===== config.mk =====
export PLATFORM = sky130hd
export DESIGN_NAME = barrel_shift_left_pipe_flat
export DESIGN_NICKNAME = d
export VERILOG_FILES = /design/src/rtl/barrel_shift_left_pipe_if.sv /design/src/rtl/barrel_shift_left_pipe.sv /design/src/flat_wrapper.sv
export SDC_FILE = /design/constraint.sdc
export NUM_CORES = 1
export LEC_CHECK = 0
export BUFFER_PORTS_ARGS = -buffer_cell sky130_fd_sc_hd__buf_2
export CAP_MARGIN = 20
export CORE_AREA = 2 2 55 57
export DETAILED_ROUTE_END_ITERATION = 16
export DIE_AREA = 0 0 57 59
export GPL_TIMING_DRIVEN = 0
export PLACE_DENSITY = 0.81
export SYNTH_ARGS = -nofsm -noshare
export SYNTH_HDL_FRONTEND = slang
export SYNTH_SLANG_ARGS = --single-unit

===== constraint.sdc =====
create_clock -name clk -period 1.25 [get_ports clk]
set_input_delay 0.3125 -clock clk [delete_from_list [all_inputs] [get_ports clk]]
set_output_delay 0.3125 -clock clk [all_outputs]
set_load 0.005 [all_outputs]

===== src/rtl/barrel_shift_left_pipe_if.sv =====
`default_nettype none
// ============================================================================
// Module      : barrel_shift_left_pipe_if
// Description : Operand/result handshake bundle for barrel_shift_left_pipe.
// Revision    : 1.0 - initial release
// ============================================================================
interface barrel_shift_left_pipe_if #(
  parameter int WIDTH = 8
);
  localparam int SHW = $clog2(WIDTH);

  logic [WIDTH-1:0] in;
  logic [SHW-1:0]   ctrl;
  logic             in_valid;
  logic             in_ready;
  logic [WIDTH-1:0] out;
  logic             out_valid;
  logic             out_ready;

  modport master (
    output in, ctrl, in_valid, out_ready,
    input  in_ready, out, out_valid
  );

  modport slave (
    input  in, ctrl, in_valid, out_ready,
    output in_ready, out, out_valid
  );
endinterface
`default_nettype wire


===== src/rtl/barrel_shift_left_pipe.sv =====
`default_nettype none
// ============================================================================
// Module      : barrel_shift_left_pipe
// Description : Pipelined left barrel shifter, one stage per ctrl bit (MSB
//               first), valid/ready on both sides. Define
//               BARREL_SHIFT_LEFT_ROTATE_EN to rotate instead of zero-fill.
// Revision    : 1.0 - initial release
// ============================================================================
module barrel_shift_left_pipe #(
  parameter int WIDTH = 8
) (
  input  wire logic               clk,
  input  wire logic               rst,
  barrel_shift_left_pipe_if.slave bus
);
  localparam int SHW = $clog2(WIDTH);
  localparam int LAST = SHW - 1;

  logic [WIDTH-1:0] r_data  [SHW];
  logic [SHW-1:0]   r_ctrl  [SHW];
  logic [SHW-1:0]   r_valid;

  logic [WIDTH-1:0] w_src   [SHW];
  logic [SHW-1:0]   w_csrc  [SHW];
  logic [SHW-1:0]   w_vsrc;
  logic [WIDTH-1:0] w_dnext [SHW];
  logic [SHW-1:0]   w_rdy;

  function automatic logic [WIDTH-1:0] f_shl(input logic [WIDTH-1:0] d, input int sh);
`ifdef BARREL_SHIFT_LEFT_ROTATE_EN
    return (d << sh) | (d >> (WIDTH - sh));
`else
    return d << sh;
`endif
  endfunction

  // A stage may load when it is empty or everything downstream can move.
  always_comb begin : p_ready
    logic acc;
    w_rdy = '0;
    acc   = bus.out_ready;
    for (int k = LAST; k >= 0; k--) begin
      acc      = acc | ~r_valid[k];
      w_rdy[k] = acc;
    end
  end

  always_comb begin : p_stage_in
    w_src[0]  = bus.in;
    w_csrc[0] = bus.ctrl;
    w_vsrc    = '0;
    w_vsrc[0] = bus.in_valid;
    for (int k = 1; k < SHW; k++) begin
      w_src[k]  = r_data[k-1];
      w_csrc[k] = r_ctrl[k-1];
      w_vsrc[k] = r_valid[k-1];
    end
    for (int k = 0; k < SHW; k++) begin
      w_dnext[k] = w_src[k];
      if (w_csrc[k][LAST-k]) begin
        w_dnext[k] = f_shl(w_src[k], 1 << (LAST - k));
      end
    end
    // Output register reads zero whenever it holds no valid word.
    if (!w_vsrc[LAST]) begin
      w_dnext[LAST] = '0;
    end
  end

  always_ff @(posedge clk) begin : p_pipe
    if (rst) begin
      r_valid <= '0;
      for (int k = 0; k < SHW; k++) begin
        r_data[k] <= '0;
        r_ctrl[k] <= '0;
      end
    end else begin
      for (int k = 0; k < SHW; k++) begin
        if (w_rdy[k]) begin
          r_valid[k] <= w_vsrc[k];
          r_ctrl[k]  <= w_csrc[k];
          r_data[k]  <= w_dnext[k];
        end
      end
    end
  end

  assign bus.in_ready  = w_rdy[0];
  assign bus.out       = r_data[LAST];
  assign bus.out_valid = r_valid[LAST];

endmodule
`default_nettype wire


===== src/flat_wrapper.sv =====
// flat-port wrapper written by rule: the top's interface ports become plain ports
module barrel_shift_left_pipe_flat 
#(
  parameter int WIDTH = 8
)
  (clk, rst, bus_in, bus_ctrl, bus_in_valid, bus_out_ready, bus_in_ready, bus_out, bus_out_valid);
  barrel_shift_left_pipe_if #(.WIDTH(WIDTH)) bus_i ();
  input  wire logic clk;
  input  wire logic rst;
  input wire logic [$bits(bus_i.in)-1:0] bus_in;
  input wire logic [$bits(bus_i.ctrl)-1:0] bus_ctrl;
  input wire logic [$bits(bus_i.in_valid)-1:0] bus_in_valid;
  input wire logic [$bits(bus_i.out_ready)-1:0] bus_out_ready;
  output wire logic [$bits(bus_i.in_ready)-1:0] bus_in_ready;
  output wire logic [$bits(bus_i.out)-1:0] bus_out;
  output wire logic [$bits(bus_i.out_valid)-1:0] bus_out_valid;
  assign bus_i.in = bus_in;
  assign bus_i.ctrl = bus_ctrl;
  assign bus_i.in_valid = bus_in_valid;
  assign bus_i.out_ready = bus_out_ready;
  assign bus_in_ready = bus_i.in_ready;
  assign bus_out = bus_i.out;
  assign bus_out_valid = bus_i.out_valid;
  barrel_shift_left_pipe #(.WIDTH(WIDTH)) u_core (.clk(clk), .rst(rst), .bus(bus_i));
endmodule

==> results.yml <==
status:
  status: "finished with violations"
  violations: "setup timing"
place:
  portBuffers: 23
  place_hpwl_mm: 1.72
  place.gp.congestion: 0.663
  placed_area_um2: 1610
route:
  vias: 908
  drt_iter0_drc: 13
  drtAntennaViolNets: 0
  drcViolationCount: 0
  wl_mm: 2.54
  vias_per_cell: 5.57
  wl_per_cell_um: 15.6
  first_pass_iters: 4
layout:
  layout.nets: 147
  num_antenna_cells: 0
  area_growth_pct: 18.9
  finalInstanceArea_um2: 1730
  final_core_util_pct: 63.9
  drive_above_1_share_pct: 47.7
  regArea_um2: 875
  multi_input_area_um2: 514
  nFillCells: 229
global_route:
  grt_pass1_vias: 994
  grt-ovfl-total: 0
  antenna_found_initial: 0
  grt.busiest_layer: "met2"
  grt_pass1_wl_mm: 4.37
  track_usage_pct: 17.7
  grt_use_met2_pct: 35.1
  grt_use_met3_pct: 5.90
  use_met1_pct: 17.0
  grt_max_degree: 11
yosys:
  synth_seq_cells: 30
  ys_warn_count: 0
  synth_edf_count: 27
  synth.yosys.seq_area_share_pct: 59.8
  avgSynthCellArea_um2: 14.1
  synth_top_area_share_pct: 55.7
  synthTopCellsByCount: "edfxtp_1 (27), mux2i_1 (17), nor3_1 (17)"
  syn_area_um2: 1460
  synthCells: 103
  yosysMostFrequentCell: "edfxtp_1"
  synth-async-reset-ratio_pct: 0
  synthFlopType: "edfxtp_1"
  yosysTopAreaCell: "edfxtp_1"
  netlist_top_cells_area: "edfxtp_1 (56%), mux2i_1 (12%), nor4b_2 (7.2%), nor3_1 (5.8%), dfxtp_1 (4.1%)"
  syn_nets: 118
  ys_types: 20
worst_setup_path:
  max_stage_delay_ns: 0.35
  crit_start: "u_core.r_valid[1]"
  crit_required_ns: 0.94
  reg2reg_from: "u_core.r_valid[2]"
  startpoint_type: "flop"
  critPathKind: "flop to primary output"
  crit_fanout: 2
  crit_slowest_cell: "dfxtp_2"
  crit_path_cell_trace: "and4b_4, buf_8, inv_4, buf_6"
  critPathCaptureType: "primary output"
  rrSetupSlack_ns: -0.02
  cp_data_arrival_time_ns: 1.17
sta:
  rsz0062_at_grt: "true"
  hold_viol: 0
  fmax_mhz: 674
  min_period_ns: 1.48
  tightest_slew_ns: 0.360
  max_slew_margin_pct: 76.0
  fin_ws_ns: -0.234
  finalSetupViolCount: 14
  fin_crit_sh_pct: 119
  fin_skew_ns: 0.0108
  slew_violations: 0
cts:
  cts_tree: "done"
  h-tree-depth: 2
  clk_latency_ns: 0.33
  numCtsBuffers: 5
  cts_buffer_depth: 2
  root_buffer: "clkbuf_4"
  clk_pin_slew_ns: 0.09
  cts.sinks: 30
hold_path:
  min_from: "bus_in_valid"
  hold_path.class: "input pin to flop"
flow_run:
  maxCapViolations: 0
floorplan:
  die-area_um2: 3360
  dieHeight_um: 59
  io_pins: 25
  fp.dieW_um: 57
  core_area_um2: 2710
  floorplan.initialDensity_pct: 53.7
  rows: 19
power:
  vdd_drop_max_mv: 0.833
  p_leak_nw: 0.715
  power_density_nw_per_um2: 1060
==> worst paths after layout <==
path / end / depth (start not counted)
worst max-delay path: bus_in_ready / 4
worst min-delay path: u_core.r_valid[0] / 3
worst max register to register: u_core.r_data[0][22] / 2
worst min register to register: u_core.r_ctrl[0][3] / 1
==> metrics by stage <==
stage / total power, mW / setup WS, ns / hold WS, ns / setup TNS, ns / std cells
floorplan: 1.26 / 0.0687 / 0.449 / 0 / 103
global placement: 1.30 / -0.237 / 0.466 / -4.31 / 157
detailed placement: 1.31 / -0.295 / 0.510 / -5.91 / 157
CTS: 1.82 / -0.231 / 0.212 / -0.478 / 162
global route: 1.91 / -0.277 / 0.228 / -1.53 / 163
finish: 1.84 / -0.234 / 0.214 / -0.437 / 163
==> repair_timing <==
action                                  CTS  global route
endpoints found under the hold margin     0             0
resized for setup                         6            13
hold buffers                              0             0
pin swaps                                 1             1
endpoints found under the setup margin   18            33
setup buffers                             5             4
==> registers in the layout (all words and copies together), names as in the netlist <==
signal and flops:
u_core.r_valid 3, u_core.r_ctrl 3, u_core.r_data 24
==> routing by layer <==
layer	part of all wire [%]	vias up
li1	-	434
met1	36	443
met5	0	-
met2	57	25
met4	1.5	0
met3	5.2	6
==> power breakdown <==
part           internal (mW)  switching, mW  total, mW
clock network          0.212          0.316      0.528
logic                 0.0851         0.0783      0.163
registers               1.13         0.0176       1.14
total                   1.42          0.412       1.84
==> cells in the final DEF, fill, tap and decap left out, drive strengths merged <==
cell type	n
a21oi	1
edfxtp	27
and4b	1
nand2	1
nand4bb	1
mux2i	17
inv	3
or3b	1
dfxtp	3
and3b	1
nor3	17
nand2b	2
nor4b	7
buf	35
o21ai	1
nor3b	3
clkbuf	11
==> final cells by class <==
cell class                 count  area share, %
inverter                       3          0.795
clock buffer                   7           2.60
tap                           31           2.24
multi-input combinational     53           29.7
sequential                    30           50.5
timing repair buffer          31           10.7
buffer                         8           3.40
==> cell families after synthesis <==
group           after synthesis  share of synthesized area [%]
buf+inv                      20                           8.86
mux                          17                           11.7
flops                        30                           59.8
compound gates                2                          0.946
simple gates                 34                           18.7
==> worst max-delay path, delay by kind of cell, from the launching register on <==
kind	cells	cell delay (ns)
DFF	1	0.35
buffers and inverters	3	0.23
and+or+nand+nor	1	0.26
No activity file was read; power rests on OpenSTA's default activity.
